`src/rtl/traceback_ctrl.sv`:
```
// traceback_ctrl: walks the Needleman-Wunsch score matrix from (len_a,len_b) back to (0,0),
// emitting one move per valid/ready beat. Define TRACEBACK_PATHLEN_EN to add the path_len output.
module traceback_ctrl #(
    parameter int N      = 128,
    parameter int ADDR_W = $clog2((N+1)*(N+1)),
    parameter int LEN_W  = $clog2(N+1),
    parameter int GAP    = -2
) (
    input  logic               clk,
    input  logic               rst,
    input  logic               start,
    input  logic [LEN_W-1:0]   len_a,
    input  logic [LEN_W-1:0]   len_b,
    output logic               en_dout,
    output logic [ADDR_W-1:0]  addr_dout,
    input  logic signed [8:0]  dout,
    output logic [1:0]         dir,
    output logic               dir_valid,
    input  logic               dir_ready,
    output logic               dir_last,
    output logic               busy,
    output logic               done,
    output logic signed [8:0]  final_score
`ifdef TRACEBACK_PATHLEN_EN
    ,output logic [LEN_W:0]    path_len
`endif
);

    typedef enum logic [2:0] {IDLE, RD_CUR, RD_UP, RD_LEFT, DECIDE, EMIT, FINISH} state_t;

    localparam logic [1:0]        DIAG   = 2'b00;
    localparam logic [1:0]        UP     = 2'b01;
    localparam logic [1:0]        LEFT   = 2'b10;
    localparam logic [ADDR_W-1:0] STRIDE = ADDR_W'(N+1);
    localparam logic signed [9:0] GAP10  = 10'(GAP);

    state_t             state_q;
    logic [LEN_W-1:0]   i_q, j_q;
    logic [ADDR_W-1:0]  row_base_q, addr_q;
    logic signed [8:0]  cur_q, up_q, final_q;
    logic               first_q, en_q, valid_q, last_q, busy_q, done_q;
    logic [1:0]         dir_q;
`ifdef TRACEBACK_PATHLEN_EN
    logic [LEN_W:0]     plen_q;
`endif

    // Outputs are registered, so read addresses are computed one state early.
    logic [ADDR_W-1:0]  start_base, up_addr, left_addr;
    logic signed [9:0]  cur10, up_sum, left_sum;
    logic [1:0]         dec_dir;
    logic               dec_last, step_row, step_col;
    logic [ADDR_W-1:0]  nb_d;
    logic [LEN_W-1:0]   ni_d, nj_d;

    always_comb begin
        start_base = ADDR_W'(len_a) * STRIDE;
        up_addr    = row_base_q - STRIDE + ADDR_W'(j_q);
        left_addr  = row_base_q + ADDR_W'(j_q) - ADDR_W'(1);
        cur10      = {cur_q[8], cur_q};
        up_sum     = {up_q[8], up_q} + GAP10;
        left_sum   = {dout[8], dout} + GAP10;
        if (cur10 == up_sum)        dec_dir = UP;
        else if (cur10 == left_sum) dec_dir = LEFT;
        else                        dec_dir = DIAG;
        // Interior cells have i,j >= 1, so only a diagonal move can land on the origin.
        dec_last = (dec_dir == DIAG) && (i_q == LEN_W'(1)) && (j_q == LEN_W'(1));
        step_row = (dir_q != LEFT);
        step_col = (dir_q != UP);
        nb_d     = step_row ? row_base_q - STRIDE : row_base_q;
        ni_d     = step_row ? i_q - LEN_W'(1) : i_q;
        nj_d     = step_col ? j_q - LEN_W'(1) : j_q;
    end

    always_ff @(posedge clk) begin
        if (rst) begin
            state_q    <= IDLE;
            i_q        <= '0;
            j_q        <= '0;
            row_base_q <= '0;
            addr_q     <= '0;
            cur_q      <= '0;
            up_q       <= '0;
            final_q    <= '0;
            first_q    <= 1'b0;
            en_q       <= 1'b0;
            valid_q    <= 1'b0;
            last_q     <= 1'b0;
            busy_q     <= 1'b0;
            done_q     <= 1'b0;
            dir_q      <= DIAG;
`ifdef TRACEBACK_PATHLEN_EN
            plen_q     <= '0;
`endif
        end else begin
            en_q <= 1'b0;
            case (state_q)
                IDLE: begin
                    if (start) begin
                        i_q        <= len_a;
                        j_q        <= len_b;
                        row_base_q <= start_base;
                        en_q       <= 1'b1;
                        addr_q     <= start_base + ADDR_W'(len_b);
                        busy_q     <= 1'b1;
                        first_q    <= 1'b1;
                        state_q    <= RD_CUR;
`ifdef TRACEBACK_PATHLEN_EN
                        plen_q     <= '0;
`endif
                    end
                end
                RD_CUR: begin
                    state_q <= RD_UP;
                    if (i_q != '0 && j_q != '0) begin
                        en_q   <= 1'b1;
                        addr_q <= up_addr;
                    end
                end
                RD_UP: begin
                    cur_q <= dout;
                    if (first_q) begin
                        final_q <= dout;
                        first_q <= 1'b0;
                    end
                    if (i_q == '0 && j_q == '0) begin
                        done_q  <= 1'b1;
                        state_q <= FINISH;
                    end else if (i_q == '0) begin
                        dir_q   <= LEFT;
                        last_q  <= (j_q == LEN_W'(1));
                        valid_q <= 1'b1;
                        state_q <= EMIT;
                    end else if (j_q == '0) begin
                        dir_q   <= UP;
                        last_q  <= (i_q == LEN_W'(1));
                        valid_q <= 1'b1;
                        state_q <= EMIT;
                    end else begin
                        en_q    <= 1'b1;
                        addr_q  <= left_addr;
                        state_q <= RD_LEFT;
                    end
                end
                RD_LEFT: begin
                    up_q    <= dout;
                    state_q <= DECIDE;
                end
                DECIDE: begin
                    dir_q   <= dec_dir;
                    last_q  <= dec_last;
                    valid_q <= 1'b1;
                    state_q <= EMIT;
                end
                EMIT: begin
                    if (dir_ready) begin
                        valid_q    <= 1'b0;
                        last_q     <= 1'b0;
                        i_q        <= ni_d;
                        j_q        <= nj_d;
                        row_base_q <= nb_d;
`ifdef TRACEBACK_PATHLEN_EN
                        plen_q     <= plen_q + 1'b1;
`endif
                        if (last_q) begin
                            done_q  <= 1'b1;
                            state_q <= FINISH;
                        end else begin
                            en_q    <= 1'b1;
                            addr_q  <= nb_d + ADDR_W'(nj_d);
                            state_q <= RD_CUR;
                        end
                    end
                end
                FINISH: begin
                    done_q  <= 1'b0;
                    busy_q  <= 1'b0;
                    state_q <= IDLE;
                end
                default: state_q <= IDLE;
            endcase
        end
    end

    assign en_dout     = en_q;
    assign addr_dout   = addr_q;
    assign dir         = dir_q;
    assign dir_valid   = valid_q;
    assign dir_last    = last_q;
    assign busy        = busy_q;
    assign done        = done_q;
    assign final_score = final_q;
`ifdef TRACEBACK_PATHLEN_EN
    assign path_len    = plen_q;
`endif

endmodule

```
`config.mk`:
```
export PLATFORM = sky130hd
export DESIGN_NAME = traceback_ctrl
export DESIGN_NICKNAME = d
export VERILOG_FILES = /design/src/rtl/traceback_ctrl.sv
export SDC_FILE = /design/constraint.sdc
export NUM_CORES = 1
export LEC_CHECK = 0
export ABC_CLOCK_PERIOD_IN_PS = 7300
export CORE_MARGIN = 2
export CORE_UTILIZATION = 50
export CTS_CLUSTER_SIZE = 10
export DETAILED_ROUTE_END_ITERATION = 16
export MAX_ROUTING_LAYER = met4
export PLACE_DENSITY_LB_ADDON = 0.05
export SYNTH_ARGS = -nofsm -noshare
export SYNTH_HDL_FRONTEND = slang
export SYNTH_SLANG_ARGS = --single-unit
```
`constraint.sdc`:
```
create_clock -name clk -period 7.3 [get_ports clk]
set_input_delay 1.46 -clock clk [delete_from_list [all_inputs] [get_ports clk]]
set_output_delay 1.46 -clock clk [all_outputs]
set_load 0.01 [all_outputs]
```
==> results of run 1 <==
cells in the mapped netlist, types with 9 or more instances:
master    instances
clkbuf_1         47
o31ai_1          12
xnor2_1          65
nand2b_1         17
or3_1            14
a31oi_1           9
o211ai_1         16
a21oi_1         102
a211oi_1         32
nand2_1         121
nor2_1          100
inv_1            77
nor3_1           22
o21ai_0          49
ha_1             70
nor2b_1          17
nand3_1          22
xor2_1           30
dfxtp_1          84
layout make-up:
| type | count | area, sq um | area share, % |
|---|---|---|---|
| sequential | 84 | 1682 | 18.89 |
| clock buffer | 9 | 225.2 | 2.530 |
| clock inverter | 7 | 123.9 | 1.392 |
| timing repair buffer | 67 | 645.6 | 7.253 |
| tap | 211 | 264.0 | 2.966 |
| inverter | 77 | 289.0 | 3.247 |
| multi-input combinational | 852 | 5672 | 63.72 |
flip-flops by register name (all words and copies together), names as in the netlist:
register / flops
addr_dout: 15
row_base_q: 15
cur_q: 9
final_score: 9
up_q: 9
i_q: 8
j_q: 8
state_q: 3
dir: 2
busy: 1
dir_last: 1
dir_valid: 1
done: 1
en_dout: 1
first_q: 1
logic make-up (layout without fill, tap and decap cells):
kind of cell             after synthesis  count (layout)
AND/OR/NAND/NOR                      371             371
AO/OA/AOI/OAI                        302             302
buffers and inverters                129             160
XOR/XNOR                              95              95
flip-flops                            84              84
adder cells (fa/ha/maj)               74              74
multiplexers                          10              10
metal layers:
metal / wire length (microns) / part of all wire (%)
met1: 11280 / 48
met2: 10160 / 43
met3: 1596 / 6.7
met4: 663 / 2.8
met5: 0 / 0
worst paths after layout:
path	startpoint	to	slack (ps)
setup reg to reg	row_base_q[0]	addr_dout[14]	3340
hold reg to reg	addr_dout[2]	addr_dout[2]	450
setup / recovery	dir_ready	i_q[4]	3210
hold / removal	addr_dout[2]	addr_dout[2]	450
critical path: stages:
cell and delay, ps:
clkdlybuf4s50_1 550, nor2b_1 90, a21oi_1 140, nor2_1 130, or3_1 380, buf_4 230
a21oi_1 840, o21ai_0 200, a22oi_1 190, nor2_1 50
power by group:
| part | total [mW] | internal (mW) | switching (mW) |
|---|---|---|---|
| Clock | 0.539 | 0.338 | 0.202 |
| Sequential | 0.748 | 0.578 | 0.170 |
| Combinational | 3.41 | 1.37 | 2.04 |
| Total | 4.70 | 2.29 | 2.41 |
==> flow_metrics.env, run 1 <==
export IMPL_gp_congestion=0.9558
export IMPL_htreeDepth=3
export IMPL_cts_sinks=84
export IMPL_grtUsageMet1_pct=41.82
export IMPL_synthCells=1065
export IMPL_period_needed_ps=4092
export IMPL_setup_slack_ps=3208
export IMPL_diodes=0
export IMPL_synth_top_family_by_area="compound AO/OA/AOI/OAI gates"
export IMPL_io_buffer_count=59
export IMPL_final_cells=1307
export IMPL_powerDensity_nw_per_um2=527.9
export IMPL_antenna_found_initial=0
export IMPL_final_cell_mix="nand2_1 (121), a21oi_1 (102), nor2_1 (99)"
export IMPL_wirelength_mm=23.69
export IMPL_synth_top_area_share_pct=21.46
export IMPL_io_pins=60
export IMPL_tightest_slew_ps=1124
export IMPL_cts_resized=0
export IMPL_finalCritPeriodShare_pct=56.05
export IMPL_drtAntennaViolNets=0
export IMPL_syn2layout_area_growth_pct=13.61
export IMPL_place_hpwl_mm=17.77
export IMPL_synth_area_leaders="dfxtp_1 (21%), ha_1 (11%), xnor2_1 (7.3%)"
export IMPL_core_area_sq_um=15260
export IMPL_ys_ff_latch=84
export IMPL_postSynthNetCount=1168
export IMPL_mostFrequentLayoutCell="nand2_1"
export IMPL_dieArea_sq_um=16690
export IMPL_power_leakage_nw=3.515
export IMPL_synth_area_sq_um=7835
export IMPL_root_buffer="clkbuf_16"
export IMPL_die_y_microns=129.2
export IMPL_report_final_slew_viol_count=0
export IMPL_wire_per_inst_microns=18.13
export IMPL_path_clk_slew_ps=60
export IMPL_synth_edf_count=0
export IMPL_setup_viol=0
export IMPL_grt_setup_unrepaired="no"
export IMPL_cts_tree="done"
export IMPL_vias_per_cell=5.893
export IMPL_synth_compound_area_share_pct=25.14
export IMPL_critPathRequiredTime_ps=7490
export IMPL_cp_max_fo=25
export IMPL_yosysSeqAreaShare_pct=21.46
export IMPL_placed_area_sq_um=8552
export IMPL_initial_core_util_pct=51.35
export IMPL_use_met2_pct=43.93
export IMPL_grt_pass1_vias=7052
export IMPL_cts_max_path_buffers=2
export IMPL_max_cap_violations=0
export IMPL_first_pass_iters=5
export IMPL_final_setup_tns_ps=0
export IMPL_yosys_warnings=0
export IMPL_hold_violations=0
export IMPL_grt_start_max_net_pins=85
export IMPL_holdPathStages=2
export IMPL_overflow=0
export IMPL_whs_ps=448.5
export IMPL_num_vias=7702
export IMPL_drc=0
export IMPL_ys_types=71
export IMPL_synthAdderAreaFrac_pct=12.20
export IMPL_cp_start_kind="input pin"
export IMPL_fin_area_sq_um=8901
export IMPL_yosysTopAreaCell="dfxtp_1"
export IMPL_synth_xor_xnor_area_share_pct=10.62
export IMPL_track_usage_pct=29.48
export IMPL_synth_simple_gate_area_share_pct=22.95
export IMPL_dp_slack_ps=2889
export IMPL_max_slew_margin_pct=24.91
export IMPL_cts_buffers_inserted=9
export IMPL_die_w_microns=129.2
export IMPL_crit_path_end_kind="flip-flop"
export IMPL_n_fill_cell=1465
export IMPL_fin_skew_ps=6.304
export IMPL_avgSynthCellArea_sq_um=7.357
export IMPL_hold_class="flip-flop to flip-flop"
export IMPL_critical_path_class="input pin to flip-flop"
export IMPL_cts_hold_buf=0
export IMPL_synth_mux_area_share_pct=1.309
export IMPL_post_cts_buffers=0
export IMPL_drt_iter0_markers=650
export IMPL_dp_cells=1291
export IMPL_clkLatencyLatePin_ps=340
export IMPL_fmax_mhz=244.4
export IMPL_rows=45
export IMPL_ir_drop_mv=0.2208
export IMPL_p_total_mw=4.699
export IMPL_grt_busiest_layer="met2"
export IMPL_ys_dominant_reg_cell="dfxtp_1"
export IMPL_status="finished clean"
export IMPL_synthArstFlopShare_pct=0
export IMPL_drive_gt1_share_pct=4.745
export IMPL_r2r_cells=13
export IMPL_cp_arrival_ps=4280
export IMPL_fin_nets=1194
export IMPL_grt_pass1_wl_mm=37.72
export IMPL_met3_usage_pct=3.303
export IMPL_fin_util_pct=58.34
Note: power is estimated with default switching activity, not from simulation.
==> run 2: changes to the inputs <==
ABC_CLOCK_PERIOD_IN_PS = 3500   (was 7300)
clock period = 3.5 ns   (was 7.3 ns; I/O delays follow)
==> run 2 against run 1 <==
  * Global-route usage increased by 1.5 points
  * Sequential share of layout area shrank 0.82 points
  * Sequential cell count is the same
  * Critical path type is now flip-flop to flip-flop
  * Largest power group unchanged
==> flow_metrics.env, run 2 (synthesized netlist as in run 1, its figures left out) <==
export IMPL_rr_endpoint="addr_dout[14]"
export IMPL_tightest_slew_ps=848.3
export IMPL_initial_core_util_pct=51.35
export IMPL_fin_nets=1247
export IMPL_final_cell_mix="nand2_1 (121), nor2_1 (100), a21oi_1 (100)"
export IMPL_place_hpwl_mm=19.30
export IMPL_critical_path_class="flip-flop to flip-flop"
export IMPL_period_needed_ps=3362
export IMPL_grt_start_max_net_pins=37
export IMPL_path_clk_slew_ps=70
export IMPL_critPathRequiredTime_ps=3720
export IMPL_worstSetupStartpoint="row_base_q[2]"
export IMPL_cts_buffers_inserted=9
export IMPL_grtUsageMet1_pct=42.45
export IMPL_r2r_slack_ps=140
export IMPL_cts_hold_buf=0
export IMPL_fin_util_pct=60.98
export IMPL_hold_violations=0
export IMPL_max_cap_violations=0
export IMPL_finalCritPeriodShare_pct=96.06
export IMPL_clkLatencyLatePin_ps=350
export IMPL_use_met2_pct=46.28
export IMPL_dp_slack_ps=68.21
export IMPL_io_buffer_count=59
export IMPL_cp_start_kind="flip-flop"
export IMPL_max_slew_margin_pct=43.31
export IMPL_fmax_mhz=297.4
export IMPL_holdPathStages=2
export IMPL_hold_class="flip-flop to flip-flop"
export IMPL_first_pass_iters=5
export IMPL_track_usage_pct=30.95
export IMPL_whs_ps=454.6
export IMPL_drive_gt1_share_pct=9.661
export IMPL_setup_slack_ps=138.1
export IMPL_num_vias=7923
export IMPL_n_fill_cell=1411
export IMPL_fin_skew_ps=8.528
export IMPL_path_cells="buf_4 > or4_4 > nor2_1 > xnor2_1 > ha_1 > or2_2 > o221ai_1 > a211oi_2 > buf_4 > and4bb_2 > xor2_1 > a221oi_1 > a311oi_1"
export IMPL_cts_max_path_buffers=2
export IMPL_grt_busiest_layer="met2"
export IMPL_vias_per_cell=5.826
export IMPL_crit_path_end_kind="flip-flop"
export IMPL_powerDensity_nw_per_um2=1112
export IMPL_dieArea_sq_um=16690
export IMPL_fin_area_sq_um=9304
export IMPL_max_stage_delay_ps=530
export IMPL_status="finished clean"
export IMPL_worst_path_max_delay_cell="or4_4"
export IMPL_wire_per_inst_microns=18.19
export IMPL_power_leakage_nw=3.766
export IMPL_crit_end="addr_dout[14]"
export IMPL_root_buffer="clkbuf_16"
export IMPL_r2r_cells=13
export IMPL_placed_area_sq_um=8940
export IMPL_critPathMostFrequentCell="buf_4"
export IMPL_die_w_microns=129.2
export IMPL_cp_arrival_ps=3580
export IMPL_ir_drop_mv=0.5757
export IMPL_die_y_microns=129.2
export IMPL_grt_pass1_vias=7243
export IMPL_overflow=0
export IMPL_syn2layout_area_growth_pct=18.75
export IMPL_gp_congestion=1.021
export IMPL_mostFrequentLayoutCell="nand2_1"
export IMPL_io_pins=60
export IMPL_setup_viol=0
export IMPL_drtAntennaViolNets=0
export IMPL_cp_max_fo=6
export IMPL_drc=0
export IMPL_grt_pass1_wl_mm=39.14
export IMPL_met3_usage_pct=6.400
export IMPL_htreeDepth=3
export IMPL_cts_tree="done"
export IMPL_diodes=0
export IMPL_cts_sinks=84
export IMPL_r2r_start="row_base_q[2]"
export IMPL_wirelength_mm=24.74
export IMPL_antenna_found_initial=0
export IMPL_rows=45
export IMPL_core_area_sq_um=15260
export IMPL_drt_iter0_markers=678
export IMPL_report_final_slew_viol_count=0
run 2: power by group:
group          switching (mW)  total (mW)  leakage [nW]  internal, mW
sequential              0.278        1.48         0.689          1.21
clock                   0.468        1.04         0.155         0.575
combinational            4.55        7.82          2.92          3.27
total                    5.29        10.3          3.77          5.05
run 2: worst max-delay path, delay by kind of cell, from the launching register on:
kind	cells	cell delay (ps)
flip-flops	1	390
adder cells (fa/ha/maj)	1	220
XOR/XNOR	2	230
buffers and inverters	2	370
AO/OA/AOI/OAI	4	820
AND/OR/NAND/NOR	4	1210
run 2: worst min-delay path by stage:
stage / from / to / slack [ps]
6_report: addr_dout[0] / addr_dout[0] / 450
5_1_grt: addr_dout[2] / addr_dout[2] / 470
4_1_cts: addr_dout[3] / addr_dout[3] / 460
3_5_place_dp: addr_dout[3] / addr_dout[3] / 450
3_3_place_gp: addr_dout[3] / addr_dout[3] / 440
2_1_floorplan: i_q[7] / i_q[7] / 460
run 2: area by class of cell:
| cell class | count | area, sq um | share of cell area [%] |
|---|---|---|---|
| Timing Repair Buffer | 120 | 1056 | 11.35 |
| Sequential cell | 84 | 1682 | 18.07 |
| Inverter | 77 | 289.0 | 3.107 |
| Tap cell | 211 | 264.0 | 2.838 |
| Clock inverter | 7 | 87.58 | 0.9414 |
| Multi-Input combinational cell | 852 | 5700 | 61.27 |
| Clock buffer | 9 | 225.2 | 2.421 |
run 2: repair_timing:
item                       in CTS  in global routing
buffers inserted                1                  0
resized for setup               0                  8
setup endpoints to repair       1                  5
pin swaps                       0                  1
run 2: metal layers:
| metal | share of wire [%] | up-vias | wire length (microns) |
|---|---|---|---|
| li1 | - | 3930 | - |
| met4 | 2.5 | 0 | 625 |
| met1 | 47 | 3627 | 11570 |
| met5 | 0 | - | 0 |
| met2 | 44 | 320 | 10770 |
| met3 | 7.2 | 46 | 1779 |
run 2: through the flow:
step | setup TNS (ps) | power (mW) | cells
6_report | 0 | 10.35 | 1360
4_1_cts | 0 | 10.15 | 1360
5_1_grt | -33.48 | 11.24 | 1360
3_5_place_dp | 0 | 9.008 | 1343
2_1_floorplan | 0 | 6.683 | 1065
3_3_place_gp | 0 | 8.969 | 1343
==> run 3: changes to the inputs <==
CTS_CLUSTER_SIZE = 24   (was 10)
SKIP_CTS_REPAIR_TIMING = 1   (was not set)
==> run 3 against run 2 <==
  * Wire length increased by 0.14%
  * Sequential cell count unchanged
  * Global-route usage about the same
  * Via count is 0.29% higher
  * First-iteration DRC count unchanged
==> flow_metrics.env, run 3 (synthesized netlist as in run 1, its figures left out) <==
export IMPL_status="finished clean"
export IMPL_overflow=0
export IMPL_cts_tree="done"
export IMPL_report_final_slew_viol_count=0
export IMPL_num_vias=7946
export IMPL_root_buffer="clkbuf_16"
export IMPL_die_y_microns=129.2
export IMPL_cp_arrival_ps=3630
export IMPL_fin_skew_ps=6.600
export IMPL_r2r_slack_ps=130
export IMPL_powerDensity_nw_per_um2=1114
export IMPL_core_area_sq_um=15260
export IMPL_place_hpwl_mm=19.30
export IMPL_grtUsageMet1_pct=42.42
export IMPL_dp_cells=1343
export IMPL_clkLatencyLatePin_ps=350
export IMPL_use_met2_pct=46.19
export IMPL_fin_nets=1247
export IMPL_cts_sinks=84
export IMPL_dieArea_sq_um=16690
export IMPL_max_cap_violations=0
export IMPL_mostFrequentLayoutCell="nand2_1"
export IMPL_whs_ps=454.8
export IMPL_drive_gt1_share_pct=9.661
export IMPL_max_slew_margin_pct=42.85
export IMPL_tightest_slew_ps=854.1
export IMPL_holdPathStages=2
export IMPL_grt_pass1_vias=7228
export IMPL_period_needed_ps=3375
export IMPL_crit_path_end_kind="flip-flop"
export IMPL_fin_area_sq_um=9293
export IMPL_htreeDepth=3
export IMPL_rr_endpoint="addr_dout[14]"
export IMPL_met3_usage_pct=6.400
export IMPL_r2r_cells=11
export IMPL_wire_per_inst_microns=18.22
export IMPL_wirelength_mm=24.78
export IMPL_diodes=0
export IMPL_syn2layout_area_growth_pct=18.60
export IMPL_path_clk_slew_ps=70
export IMPL_hold_path_end="addr_dout[0]"
export IMPL_grt_start_max_net_pins=37
export IMPL_cp_max_fo=6
export IMPL_finalCritPeriodShare_pct=96.42
export IMPL_n_fill_cell=1413
export IMPL_critical_path_class="flip-flop to flip-flop"
export IMPL_worstHoldStart="addr_dout[0]"
export IMPL_setup_slack_ps=125.3
export IMPL_ir_drop_mv=0.5860
export IMPL_grt_pass1_wl_mm=39.08
export IMPL_io_pins=60
export IMPL_power_leakage_nw=3.761
export IMPL_grt_busiest_layer="met2"
export IMPL_placed_area_sq_um=8940
export IMPL_hold_violations=0
export IMPL_cp_start_kind="flip-flop"
export IMPL_drt_iter0_markers=678
export IMPL_drtAntennaViolNets=0
export IMPL_multi_input_area_sq_um=5702
export IMPL_die_w_microns=129.2
export IMPL_final_cells=1360
export IMPL_vias_per_cell=5.843
export IMPL_antenna_found_initial=0
export IMPL_cts_buffers_inserted=9
export IMPL_final_cell_mix="nand2_1 (121), nor2_1 (100), a21oi_1 (100)"
export IMPL_hold_class="flip-flop to flip-flop"
export IMPL_p_total_mw=10.35
export IMPL_fmax_mhz=296.3
export IMPL_cts_max_path_buffers=2
export IMPL_seqCellArea_sq_um=1682
export IMPL_io_buffer_count=59
export IMPL_initial_core_util_pct=51.35
export IMPL_fin_util_pct=60.90
export IMPL_critPathRequiredTime_ps=3760
export IMPL_rows=45
export IMPL_r2r_start="row_base_q[0]"
export IMPL_dp_slack_ps=68.21
export IMPL_track_usage_pct=30.92
export IMPL_setup_viol=0
export IMPL_first_pass_iters=6
export IMPL_drc=0
export IMPL_final_setup_tns_ps=0
export IMPL_gp_congestion=1.021
-- run 3: cell counts in the layout (fill, tap and decap cells not counted) --
No cell type changed its count.
-- run 3: worst max-delay path, stage by stage (launching register included) --
cell and delay (ps):
dfxtp_1 360, inv_1 160, ha_2 280, nor3b_4 240
buf_4 180, a41oi_1 270, or3_1 420, a221oi_2 470
nand4b_1 180, o31ai_1 290, nand3_1 140, a311oi_1 290
-- run 3: report_power, final --
group	switching (mW)	total, mW	internal, mW
sequential	0.278	1.48	1.21
clock	0.467	1.04	0.575
combinational	4.57	7.82	3.25
total	5.31	10.3	5.03
-- run 3: layer usage --
metal	part of all wire, %	wire, microns
met1	46	11470
met2	44	10840
met3	7.7	1905
met4	2.3	559
met5	0	0
-- run 3: how the worst max path moves through the flow --
stage	start	end	slack, ps
2_1_floorplan	dir[0]	addr_dout[14]	420
3_3_place_gp	len_a[0]	addr_dout[14]	120
3_5_place_dp	row_base_q[0]	addr_dout[14]	70
4_1_cts	row_base_q[0]	addr_dout[14]	-2
5_1_grt	row_base_q[2]	addr_dout[9]	-40
6_report	row_base_q[0]	addr_dout[14]	130
-- run 3: area by class of cell --
type,instances,area share (%)
Clock buffer,9,2.424
Clock inverter,7,0.9425
Inverter,77,3.110
Multi-Input combinational cell,852,61.36
Sequential cell,84,18.10
Tap cell,211,2.841
Timing Repair Buffer,120,11.23
